### src/rtl/pipelined_rca_adder_pkg.sv
`default_nettype none
// ----------------------------------------------------------------------------
// pipelined_rca_adder_pkg : shared constants and sizing helper (rev 1.0)
// ----------------------------------------------------------------------------
package pipelined_rca_adder_pkg;

  localparam int SLICE_DEFAULT = 4;
  localparam int WIDTH_DEFAULT = 16;

  function automatic int num_stages(input int width, input int slice);
    return width / slice;
  endfunction

endpackage
`default_nettype wire

### src/rtl/pipelined_rca_adder_if.sv
`default_nettype none
// ----------------------------------------------------------------------------
// pipelined_rca_adder_if : operand/result valid-ready bus (rev 1.0)
// ----------------------------------------------------------------------------
interface pipelined_rca_adder_if
  import pipelined_rca_adder_pkg::*;
#(
  parameter int WIDTH = WIDTH_DEFAULT
);

  logic             in_valid;
  logic             in_ready;
  logic [WIDTH-1:0] a;
  logic [WIDTH-1:0] b;
  logic             cin;
  logic             sub;
  logic             out_valid;
  logic             out_ready;
  logic [WIDTH-1:0] sum;
  logic             cout;
  logic             ovf;

  modport master (
    output in_valid, a, b, cin, sub, out_ready,
    input  in_ready, out_valid, sum, cout, ovf
  );

  modport slave (
    input  in_valid, a, b, cin, sub, out_ready,
    output in_ready, out_valid, sum, cout, ovf
  );

endinterface
`default_nettype wire

### src/rtl/pipelined_rca_adder_rca_slice.sv
`default_nettype none
// ----------------------------------------------------------------------------
// rca_slice : SLICE-bit combinational ripple-carry adder (rev 1.0)
// ----------------------------------------------------------------------------
module rca_slice
  import pipelined_rca_adder_pkg::*;
#(
  parameter int SLICE = SLICE_DEFAULT
) (
  input  logic [SLICE-1:0] a_i,
  input  logic [SLICE-1:0] b_i,
  input  logic             cin_i,
  output logic [SLICE-1:0] sum_o,
  output logic             cout_o,
  output logic             cmsb_o
);

  logic [SLICE:0] carry;

  assign carry[0] = cin_i;

  for (genvar i = 0; i < SLICE; i++) begin : g_bit
    assign sum_o[i]     = a_i[i] ^ b_i[i] ^ carry[i];
    assign carry[i + 1] = (a_i[i] & b_i[i]) | (carry[i] & (a_i[i] ^ b_i[i]));
  end

  assign cout_o = carry[SLICE];
  // carry into the top bit; XOR with cout_o gives signed overflow
  assign cmsb_o = carry[SLICE-1];

endmodule
`default_nettype wire

### src/rtl/pipelined_rca_adder.sv
`default_nettype none
// ----------------------------------------------------------------------------
// pipelined_rca_adder : elastic pipelined ripple-carry adder/subtractor (rev 1.0)
// ----------------------------------------------------------------------------
module pipelined_rca_adder
  import pipelined_rca_adder_pkg::*;
#(
  parameter int WIDTH = WIDTH_DEFAULT,
  parameter int SLICE = SLICE_DEFAULT
) (
  input  logic                 clk,
  input  logic                 rst_n,
  pipelined_rca_adder_if.slave bus
);

  localparam int NUM_STAGES = num_stages(WIDTH, SLICE);

  typedef struct packed {
    logic             valid;
    logic             carry;
    logic             ovf;
    logic [WIDTH-1:0] sum;
    logic [WIDTH-1:0] a;
    logic [WIDTH-1:0] b;
  } stage_t;

  stage_t                  stage_q [NUM_STAGES];
  stage_t                  in_stage;
  logic [NUM_STAGES-1:0]   valid;
  logic [NUM_STAGES-1:0]   ready;

  always_comb begin
    in_stage       = '0;
    in_stage.valid = bus.in_valid;
    in_stage.carry = bus.sub | bus.cin;
    in_stage.a     = bus.a;
    in_stage.b     = bus.sub ? ~bus.b : bus.b;
  end

  for (genvar k = 0; k < NUM_STAGES; k++) begin : g_stage
    stage_t           src;
    stage_t           stage_d;
    logic [SLICE-1:0] slice_sum;
    logic             slice_cout;
    logic             slice_cmsb;

    if (k == 0) begin : g_src_input
      assign src = in_stage;
    end else begin : g_src_prev
      assign src = stage_q[k-1];
    end

    assign valid[k] = stage_q[k].valid;
    // Flattened form of ready_k = !valid_k || ready_{k+1}: a stage can take
    // data unless it and every stage downstream are full and the sink stalls.
    assign ready[k] = bus.out_ready || !(&valid[NUM_STAGES-1:k]);

    rca_slice #(
      .SLICE (SLICE)
    ) u_slice (
      .a_i    (src.a[k*SLICE +: SLICE]),
      .b_i    (src.b[k*SLICE +: SLICE]),
      .cin_i  (src.carry),
      .sum_o  (slice_sum),
      .cout_o (slice_cout),
      .cmsb_o (slice_cmsb)
    );

    always_comb begin
      stage_d                        = src;
      stage_d.sum[k*SLICE +: SLICE]  = slice_sum;
      stage_d.carry                  = slice_cout;
      stage_d.ovf                    = slice_cmsb ^ slice_cout;
    end

    always_ff @(posedge clk or negedge rst_n) begin
      if (!rst_n) begin
        stage_q[k] <= '0;
      end else if (ready[k]) begin
        if (src.valid) begin
          stage_q[k] <= stage_d;
        end else begin
          stage_q[k].valid <= 1'b0;
        end
      end
    end
  end

  assign bus.in_ready  = ready[0];
  assign bus.out_valid = stage_q[NUM_STAGES-1].valid;
  assign bus.sum       = stage_q[NUM_STAGES-1].sum;
  assign bus.cout      = stage_q[NUM_STAGES-1].carry;
  assign bus.ovf       = stage_q[NUM_STAGES-1].ovf;

endmodule
`default_nettype wire

### src/flat_wrapper.sv
// flat-port wrapper written by rule: the top's interface ports become plain ports
module pipelined_rca_adder_flat import pipelined_rca_adder_pkg::*;
#(
  parameter int WIDTH = WIDTH_DEFAULT,
  parameter int SLICE = SLICE_DEFAULT
)
  (clk, rst_n, bus_in_valid, bus_a, bus_b, bus_cin, bus_sub, bus_out_ready, bus_in_ready, bus_out_valid, bus_sum, bus_cout, bus_ovf);
  pipelined_rca_adder_if #(.WIDTH(WIDTH)) bus_i ();
  input  logic clk;
  input  logic rst_n;
  input wire logic [$bits(bus_i.in_valid)-1:0] bus_in_valid;
  input wire logic [$bits(bus_i.a)-1:0] bus_a;
  input wire logic [$bits(bus_i.b)-1:0] bus_b;
  input wire logic [$bits(bus_i.cin)-1:0] bus_cin;
  input wire logic [$bits(bus_i.sub)-1:0] bus_sub;
  input wire logic [$bits(bus_i.out_ready)-1:0] bus_out_ready;
  output wire logic [$bits(bus_i.in_ready)-1:0] bus_in_ready;
  output wire logic [$bits(bus_i.out_valid)-1:0] bus_out_valid;
  output wire logic [$bits(bus_i.sum)-1:0] bus_sum;
  output wire logic [$bits(bus_i.cout)-1:0] bus_cout;
  output wire logic [$bits(bus_i.ovf)-1:0] bus_ovf;
  assign bus_i.in_valid = bus_in_valid;
  assign bus_i.a = bus_a;
  assign bus_i.b = bus_b;
  assign bus_i.cin = bus_cin;
  assign bus_i.sub = bus_sub;
  assign bus_i.out_ready = bus_out_ready;
  assign bus_in_ready = bus_i.in_ready;
  assign bus_out_valid = bus_i.out_valid;
  assign bus_sum = bus_i.sum;
  assign bus_cout = bus_i.cout;
  assign bus_ovf = bus_i.ovf;
  pipelined_rca_adder #(.WIDTH(WIDTH), .SLICE(SLICE)) u_core (.clk(clk), .rst_n(rst_n), .bus(bus_i));
endmodule
### config.mk
export PLATFORM = sky130hd
export DESIGN_NAME = pipelined_rca_adder_flat
export DESIGN_NICKNAME = d
export VERILOG_FILES = /design/src/rtl/pipelined_rca_adder_pkg.sv /design/src/rtl/pipelined_rca_adder_if.sv /design/src/rtl/pipelined_rca_adder_rca_slice.sv /design/src/rtl/pipelined_rca_adder.sv /design/src/flat_wrapper.sv
export SDC_FILE = /design/constraint.sdc
export NUM_CORES = 1
export LEC_CHECK = 0
export CAP_MARGIN = 25
export CORE_MARGIN = 2
export CORE_UTILIZATION = 59
export DETAILED_ROUTE_END_ITERATION = 8
export PLACE_DENSITY = 0.81
export RECOVER_POWER = 100
export SYNTH_ARGS = -nofsm -noshare
export SYNTH_HDL_FRONTEND = slang
export SYNTH_SLANG_ARGS = --single-unit
### constraint.sdc
create_clock -name clk -period 6.04 [get_ports clk]
set_input_delay 1.812 -clock clk [delete_from_list [all_inputs] [get_ports clk]]
set_output_delay 1.812 -clock clk [all_outputs]
set_load 0.05 [all_outputs]
==> impl_metrics.csv <==
group,metric,value,unit
critical_path,path_max_fanout,6,
cts,clk_latency,0.35,ns
outcome,failed_checks,"capacitance limit, slew limit",
logic_synthesis,yosys.area.top_type,"dfrtp_1",
drt,met3_length,228,um
global_routing,gr-usage-all-layers,0.2036,
worst_hold_path,whs_path_depth,1,
place,hpwl,4884,um
cts,post_cts_buffers,0,
sta,worst_slew_pin_slew,2.151,ns
drt,first_iter_violations,98,
outcome,status,"complete, but fails checks",
sta,finalCritPeriodShare,0.9095,
job,maxCapViolCount,2,
drt,antenna_left,0,
sta,hold_violations,0,
critical_path,r2r-start,"u_core.bus.out_valid$_DFFE_PN0N_",
drt,drt_pass1_iterations,4,
logic_synthesis,synth_nets,337,
cts,ctsHoldBuffers,0,
global_routing,antenna_found_initial,0,
floorplanning,dieArea,0.007854,mm^2
cts,root_buffer,"clkbuf_8",
logic_synthesis,synth_area,0.004225,mm^2
place,dp_slack,0.6824,ns
critical_path,critical_path_arrival,3.68,ns
sta,min_period,5.493,ns
global_routing,grt_pass1_vias,2353,
cts,clkSinkCount,97,
final_layout,diodes,0,
pwr,power.density,461.3,mW/mm^2
sta,setup_viol_count_final,0,
sta,fin_ws,0.5468,ns
floorplanning,boundaryPins,58,
final_layout,layout.cells.non_filler,446,
pwr,ir_drop,0.1751,mV
critical_path,worstSetupPathType,"in2out",
pwr,p_leak,2.275,nW
sta,max_freq,182.0,MHz
floorplanning,rows,30,
cts,cts.clk_slew.worst_paths,0.09,ns
sta,slew_violations,52,
logic_synthesis,synth_cells,283,
place,numPortBuffers,57,
critical_path,setup.worst_path.end_class,"output port",
critical_path,reg2reg_to,"u_core.g_stage[1].src[6]$_DFFE_PN0P_",
cts,cts_made_buffers,9,
drt,dr_total_vias,2245,
cts,clk_path_buf_depth,2,
drt,m1WireLength,3181,um
sta,rsz0062_at_grt,"no",
floorplanning,die_h,88.63,um
place,post-place-cells,429,
cts,cts_max_level,3,
place,gp_congestion,0.7611,
logic_synthesis,synthDominantCellAreaShare,0.5745,
drt,wl,6866,um
global_routing,grt_max_degree,59,
floorplanning,die_w,88.63,um
global_routing,grt_pass1_wl,11790,um
sta,slew_headroom,-0.4340,
critical_path,cp.required,4.23,ns
cts,cts_tree,"done",
global_routing,overflow,0,
place,placed_area,0.004901,mm^2
final_layout,final_cell_area,0.005080,mm^2
floorplanning,fp.coreArea,0.006869,mm^2
final_layout,n_fill_cell,475,
logic_synthesis,yosysSeqAreaShare,0.5745,
final_layout,nets,399,
logic_synthesis,ys.warnings.count,0,
drt,routed.top_layer,"met4",
logic_synthesis,ys_types,18,
drt,viasPerCell,5.034,
floorplanning,start_util,0.6151,
critical_path,reg2reg_slack,2.40,ns
critical_path,cp-start-kind,"primary input",
drt,drc,0,
final_layout,drive_gt1_frac,0.2771,
sta,skew,0.01057,ns
logic_synthesis,yosys-top-cells-area,"dfrtp_1 (57%), mux2_2 (19%), fa_1 (7.6%), inv_1 (2.8%), xor2_1 (2.7%)",
final_layout,area.growth.synth_to_final,20.23,%
critical_path,ff2ff_path_depth,4,
sta,setup_tns,0,ns
critical_path,crit_start,"bus_out_ready",
drt,wl_met2,3345,um
logic_synthesis,ys_seq_elements,97,
worst_hold_path,hold_class,"reg2reg",
cts,cts.repair.resized,0,
logic_synthesis,avgSynthCellArea,14.93,um^2
critical_path,endpoint,"bus_in_ready",
drt,wl_per_cell,15.39,um
==> worst max-delay path, cell delays in order <==
cell           delay [ns]
dlygate4sd3_1        0.58
and4b_1              0.29
nand2_1              0.12
dlygate4sd3_1        0.88
==> registers in the layout (all words and copies together), names as in the netlist <==
name / count
u_core.bus.cout: 1
u_core.bus.ovf: 1
u_core.bus.out_valid: 1
u_core.bus.sum: 16
u_core.g_stage.src: 78
==> synthesized netlist by cell type (all sizes together) <==
cell and instances:
or2 1, nand2b 4, a21boi 1, inv 32, mux2i 9, fa 16
and4b 1, mux2 80, buf 10, xor2 13, nand2 5, dfrtp 97
o21ai 8, nand3b 1, nand4b 1, xnor2 4
==> power by group <==
part	switching, mW	internal [mW]	total, mW
combinational	0.477	0.391	0.869
sequential	0.125	0.886	1.01
clock	0.226	0.238	0.464
==> per-stage QoR <==
step                hold slack [ns]  utilization  power (mW)
floorplan                    0.4680            -       1.627
global placement             0.4802       0.7095       1.890
detailed placement           0.4910       0.7135       1.934
CTS                          0.5116       0.7463       2.404
global route                 0.5159       0.7395       2.500
finish                       0.5040       0.7395       2.344
==> per-layer routing <==
metal / vias to the layer above / track usage
met5: - / 0
met4: 0 / 0.07300
met3: 8 / 0.04198
met2: 47 / 0.3134
met1: 1124 / 0.2911
li1: 1066 / -
==> area by class of cell <==
| type | count | area [um^2] | share of cell area |
|---|---|---|---|
| clock buffer | 9 | 123.9 | 0.02438 |
| clock inverter | 7 | 101.3 | 0.01995 |
| inverter | 32 | 120.1 | 0.02365 |
| multi-input combinational | 144 | 1603 | 0.3155 |
| sequential | 97 | 2427 | 0.4778 |
| tap | 96 | 120.1 | 0.02365 |
| timing repair buffer | 61 | 584.3 | 0.1150 |
==> cells in the final DEF, fill, tap and decap left out, types with 8 or more instances in the layout <==
master,count
fa_1,16
xor2_1,13
clkdlybuf4s50_1,35
dlygate4sd3_1,21
clkbuf_8,9
inv_1,32
dfrtp_1,97
mux2_2,73
mux2i_1,9
o21ai_0,8
==> kinds of logic after synthesis <==
logic type	after synthesis	share of synthesized area
buffers and inverters	42	0.04323
xor gates and xnor gates	17	0.03524
adders and majority gates	16	0.07581
AOI/OAI and AO/OA	9	0.01214
and+or+nand+nor	13	0.01836
muxes	89	0.2407
DFF	97	0.5745
==> worst min path at each step <==
| stage | from | endpoint | slack, ns |
|---|---|---|---|
| floorplan | u_core.g_stage[2].src[34]$_DFFE_PN0P_ | u_core.g_stage[2].src[34]$_DFFE_PN0P_ | 0.47 |
| global placement | u_core.g_stage[2].src[50]$_DFFE_PN0N_ | u_core.g_stage[3].src[50]$_DFFE_PN0N_ | 0.48 |
| detailed placement | u_core.g_stage[2].src[34]$_DFFE_PN0P_ | u_core.g_stage[3].src[34]$_DFFE_PN0P_ | 0.49 |
| CTS | u_core.g_stage[2].src[34]$_DFFE_PN0P_ | u_core.g_stage[3].src[34]$_DFFE_PN0P_ | 0.51 |
| global route | u_core.bus.sum[7]$_DFFE_PN0P_ | u_core.bus.sum[7]$_DFFE_PN0P_ | 0.52 |
| finish | u_core.bus.sum[6]$_DFFE_PN0P_ | u_core.bus.sum[6]$_DFFE_PN0P_ | 0.50 |
Power figures use the tool's default switching activity.
